## config.mk

```make
export PLATFORM = sky130hd
export DESIGN_NAME = writeback_regfile_module
export DESIGN_NICKNAME = d
export VERILOG_FILES = /design/src/rtl/writeback_regfile_module.sv
export SDC_FILE = /design/constraint.sdc
export NUM_CORES = 1
export LEC_CHECK = 0
export ABC_AREA = 0
export CORE_ASPECT_RATIO = 2
export CORE_UTILIZATION = 30
export CTS_BUF_LIST = sky130_fd_sc_hd__clkbuf_8
export DETAILED_ROUTE_END_ITERATION = 16
export HOLD_SLACK_MARGIN = 0.03
export MAX_ROUTING_LAYER = met4
export PLACE_DENSITY = 0.46
export SETUP_SLACK_MARGIN = 0.2
export SLEW_MARGIN = 0
export SYNTH_ARGS = -nofsm -noshare
export SYNTH_HDL_FRONTEND = slang
export SYNTH_SLANG_ARGS = --single-unit
```

## constraint.sdc

```tcl
create_clock -name clk -period 3.05 [get_ports clk]
set_input_delay 0.61 -clock clk [delete_from_list [all_inputs] [get_ports clk]]
set_output_delay 0.61 -clock clk [all_outputs]
set_load 0.01 [all_outputs]
```

## src/rtl/writeback_regfile_module.sv

```systemverilog
// rtl/writeback_regfile_module.sv - MIPS write-back stage: WB pipeline regs, 32x8 regfile, retired-write counter
// Optional write-through read bypass: define WB_BYPASS_EN.
module writeback_regfile_module #(
    parameter int DATA_W   = 8,
    parameter int ADDR_W   = 5,
    parameter int NUM_REGS = 32,
    parameter int CNT_W    = 16
) (
    input  logic              clk,
    input  logic              reset,
    input  logic [DATA_W-1:0] mux_ans_dm,
    input  logic [ADDR_W-1:0] RW_dm,
    input  logic              wb_en_dm,
    input  logic [ADDR_W-1:0] RA_id,
    input  logic [ADDR_W-1:0] RB_id,
    output logic [DATA_W-1:0] A_id,
    output logic [DATA_W-1:0] B_id,
    output logic [DATA_W-1:0] ans_wb,
    output logic [ADDR_W-1:0] RW_wb,
    output logic              wb_valid,
    output logic [CNT_W-1:0]  wb_count
);

    logic [DATA_W-1:0] r_regs [NUM_REGS];
    logic [DATA_W-1:0] r_ans_wb;
    logic [ADDR_W-1:0] r_rw_wb;
    logic              r_wb_valid;
    logic [CNT_W-1:0]  r_wb_count;
    logic [DATA_W-1:0] w_a_data;
    logic [DATA_W-1:0] w_b_data;

    // r_wb_valid already excludes RW==0, so register 0 is never committed.
    always_ff @(posedge clk or negedge reset) begin
        if (!reset) begin
            r_ans_wb   <= '0;
            r_rw_wb    <= '0;
            r_wb_valid <= 1'b0;
            r_wb_count <= '0;
            for (int i = 0; i < NUM_REGS; i++) begin
                r_regs[i] <= '0;
            end
        end else begin
            r_ans_wb   <= mux_ans_dm;
            r_rw_wb    <= RW_dm;
            r_wb_valid <= wb_en_dm && (RW_dm != '0);
            if (r_wb_valid) begin
                r_regs[r_rw_wb] <= r_ans_wb;
                r_wb_count      <= r_wb_count + CNT_W'(1);
            end
        end
    end

    always_comb begin
        w_a_data = r_regs[RA_id];
        w_b_data = r_regs[RB_id];
`ifdef WB_BYPASS_EN
        if (r_wb_valid && (RA_id == r_rw_wb)) begin
            w_a_data = r_ans_wb;
        end
        if (r_wb_valid && (RB_id == r_rw_wb)) begin
            w_b_data = r_ans_wb;
        end
`endif
        if (RA_id == '0) begin
            w_a_data = '0;
        end
        if (RB_id == '0) begin
            w_b_data = '0;
        end
    end

    assign A_id     = w_a_data;
    assign B_id     = w_b_data;
    assign ans_wb   = r_ans_wb;
    assign RW_wb    = r_rw_wb;
    assign wb_valid = r_wb_valid;
    assign wb_count = r_wb_count;

endmodule
```

==> flow_metrics.env <==
export IMPL_dr_pass1_iters=4
export IMPL_routed_via_count=10000
export IMPL_status="complete, no violations"
export IMPL_fmax_mhz=343
export IMPL_numCtsBuffers=46
export IMPL_grt_setup_unrepaired="true"
export IMPL_vdd_drop_max_mv=0.357
export IMPL_finalMaxSlewViolations=0
export IMPL_hp_start="mux_ans_dm[2]"
export IMPL_wl_per_cell_um=26.4
export IMPL_rows=116
export IMPL_start_util=0.305
export IMPL_p_leak_uw=0.00825
export IMPL_dieArea_sq_um=51800
export IMPL_setup_tns_ns=0
export IMPL_grt_pass1_wl_um=74600
export IMPL_ios=72
export IMPL_multi_input_area_sq_um=7700
export IMPL_synthCells=1042
export IMPL_hold_ws_ns=0.425
export IMPL_n_fill_cell=4867
export IMPL_core_sq_um=50100
export IMPL_min_period_over_period=0.957
export IMPL_clock_sinks=286
export IMPL_postRouteAntennaNets=0
export IMPL_clock_latency_ns=0.62
export IMPL_routabilityCongestion=0.914
export IMPL_cp_start_kind="register"
export IMPL_rrSetupSlack_ns=0.77
export IMPL_path_class="reg -> out"
export IMPL_end_kind="output pin"
export IMPL_vias_per_cell=5.24
export IMPL_drt_iter0_drc=448
export IMPL_dpl_hpwl_um=36200
export IMPL_hold_path_depth=1
export IMPL_seqCellArea_sq_um=7160
export IMPL_clkTransAtPathRegs_ns=0.06
export IMPL_finalHoldViolCount=0
export IMPL_min_to="ans_wb[2]"
export IMPL_chipHeight_um=321
export IMPL_io_buffer_count=71
export IMPL_grt_use_met3=0.0233
export IMPL_final_nets=1253
export IMPL_die_width_um=161
export IMPL_p_per_area_nw_per_um2=619
export IMPL_synth_area_leader_cell="dfrtp_1"
export IMPL_synth_yosys_seq_area_share=0.469
export IMPL_drive_gt1_frac=0.441
export IMPL_synth_seq_cells=286
export IMPL_syn_cell_area_sq_um=15300
export IMPL_grt_pass1_vias=10900
export IMPL_r2r_end="r_regs[105]"
export IMPL_gr_usage_met1=0.206
export IMPL_reg2reg_from="wb_valid"
export IMPL_worst_slew_pin_slew_ns=0.750
export IMPL_clock_path_buffers=3
export IMPL_grt_max_degree=93
export IMPL_grt_total_usage=0.206
export IMPL_worstPathRequired_ns=2.44
export IMPL_r2r_cells=4
export IMPL_finClkSkew_ns=0.0333
export IMPL_synth_nets=1069
export IMPL_syn_mean_instance_area_sq_um=14.6
export IMPL_period_needed_ns=2.92
export IMPL_antenna_found_initial=1
export IMPL_relSlewSlack=0.499
export IMPL_gr_total_overflow=0
export IMPL_hold_path_class="in -> reg"
export IMPL_synth_area_leaders="dfrtp_1, mux4_2, mux2_2"
export IMPL_wirelength_um=50400
export IMPL_synth_top_area_share=0.469
export IMPL_htreeDepth=2
export IMPL_path_max_fanout=3
export IMPL_route_detailed_drc=0
export IMPL_synth_cell_types=43
export IMPL_busiest_layer="met2"
export IMPL_arrival_ns=2.31
export IMPL_grt_use_met2=0.391
export IMPL_cts_tree="yes"
export IMPL_syn2layout_area_growth_pct=22.9
export IMPL_final_setup_viol_count=0
export IMPL_cap_violations=0
export IMPL_ys_warn_count=0
export IMPL_cts_root_buffer="clkbuf_8"
Yosys cell counts (all sizes together):
master and count:
xnor2 9, clkbuf 34, a221oi 2, nand3b 4, nand2b 2, a22oi 14
a221o 14, or2 9, nor3 3, xor2 6, mux2i 90, or4 1
a31oi 14, and3 3, buf 47, dfrtp 286, nor3b 4, nor4 1
nor2 26, nand4 11, nand2 37, o22ai 2, a21oi 7, mux2 277
nor2b 8, or3b 1, nand3 15, and3b 2, o31ai 2, o211ai 7
o21a 3, o21ai 2, ha 1, a211oi 2, mux4 96
critical path, cell delays in order, from the launching register on:
cell	delay (ns)
dfrtp_1	0.40
mux4_2	0.50
mux2i_2	0.23
buf_4	0.18
a221oi_2	0.09
o21a_1	0.18
buf_2	0.15
cells by family (layout without fill, tap and decap cells):
| group | Yosys count | count (layout) | synth area share |
|---|---|---|---|
| flip-flops | 286 | 286 | 0.469 |
| AND/OR/NAND/NOR | 127 | 127 | 0.0490 |
| multiplexers | 463 | 463 | 0.405 |
| buffers and inverters | 81 | 301 | 0.0338 |
| XOR/XNOR | 15 | 15 | 0.00861 |
| AO/OA/AOI/OAI | 69 | 69 | 0.0336 |
| adder cells (fa/ha/maj) | 1 | 1 | 0.000820 |
| other | 0 | 1 | 0 |
state kept, by name, summed over array words and instances (netlist names):
name / flops
r_regs: 256
wb_valid: 1
wb_count: 16
RW_wb: 5
ans_wb: 8
layout by cell type, fill, tap and decap left out, types with 7 or more instances in the layout:
cell type	Yosys	routed
mux2i_1	90	81
clkbuf_8	0	60
a22oi_1	14	14
a31oi_1	14	11
mux4_2	96	96
nor2_1	10	10
a221o_1	14	14
mux2_2	180	180
dfrtp_1	286	286
o211ai_1	7	7
clkinv_2	0	9
nand2_1	37	37
mux2_1	97	97
buf_4	11	116
nand3_1	15	15
buf_12	1	25
nand4_1	11	11
a21oi_1	7	7
nor2_2	8	8
or2_1	9	8
buf_6	15	8
inv_1	0	10
xnor2_1	9	9
nor2_4	8	8
buf_2	15	18
clkdlybuf4s50_1	0	46
per-layer routing:
metal  vias up  share of wire
met5         -              0
met4         0          0.044
met3        90          0.027
met2       209           0.58
met1      5355           0.35
li1       4363              -
where the power goes:
part	internal, uW	switching (uW)	total, uW
sequential	4510	577	5080
clock	2030	1670	3700
combinational	1620	1210	2830
total	8150	3460	11600
final cells by class:
type / count / share of cell area
clock buffer: 60 / 0.0440
sequential: 286 / 0.382
multi-input combinational: 675 / 0.411
antenna: 1 / 0.000133
tap: 649 / 0.0433
clock inverter: 24 / 0.0102
timing repair buffer: 217 / 0.110
what timing repair did:
action	in CTS	in global routing
buffers inserted	8	7
setup endpoints to repair	16	16
pin swaps	12	11
endpoints found under the hold margin	24	0
gates resized for setup	93	4
hold buffers	1	0
worst max-delay path by stage:
| stage | depth (start not counted) | startpoint | end | slack, ns |
|---|---|---|---|---|
| 4_1_cts | 7 | r_regs[181] | A_id[5] | 0.09 |
| 2_1_floorplan | 6 | RB_id[0] | B_id[3] | 0.57 |
| 5_1_grt | 7 | r_regs[181] | A_id[5] | 0.07 |
| 3_5_place_dp | 8 | RA_id[1] | A_id[7] | -0.36 |
| 3_3_place_gp | 9 | RA_id[1] | A_id[4] | -0.36 |
| 6_report | 6 | r_regs[192] | A_id[0] | 0.13 |
through the flow:
stage	power, uW	cells	setup WS [ns]	area, sq um	utilization
floorplan	6600	1042	0.570	15300	-
global placement	7900	1811	-0.360	17500	0.350
detailed placement	7950	1811	-0.363	17500	0.350
CTS	11800	1904	0.0885	18700	0.373
global route	12100	1912	0.0677	18700	0.374
finish	11600	1912	0.132	18700	0.374
(Power assumes the default switching activity.)
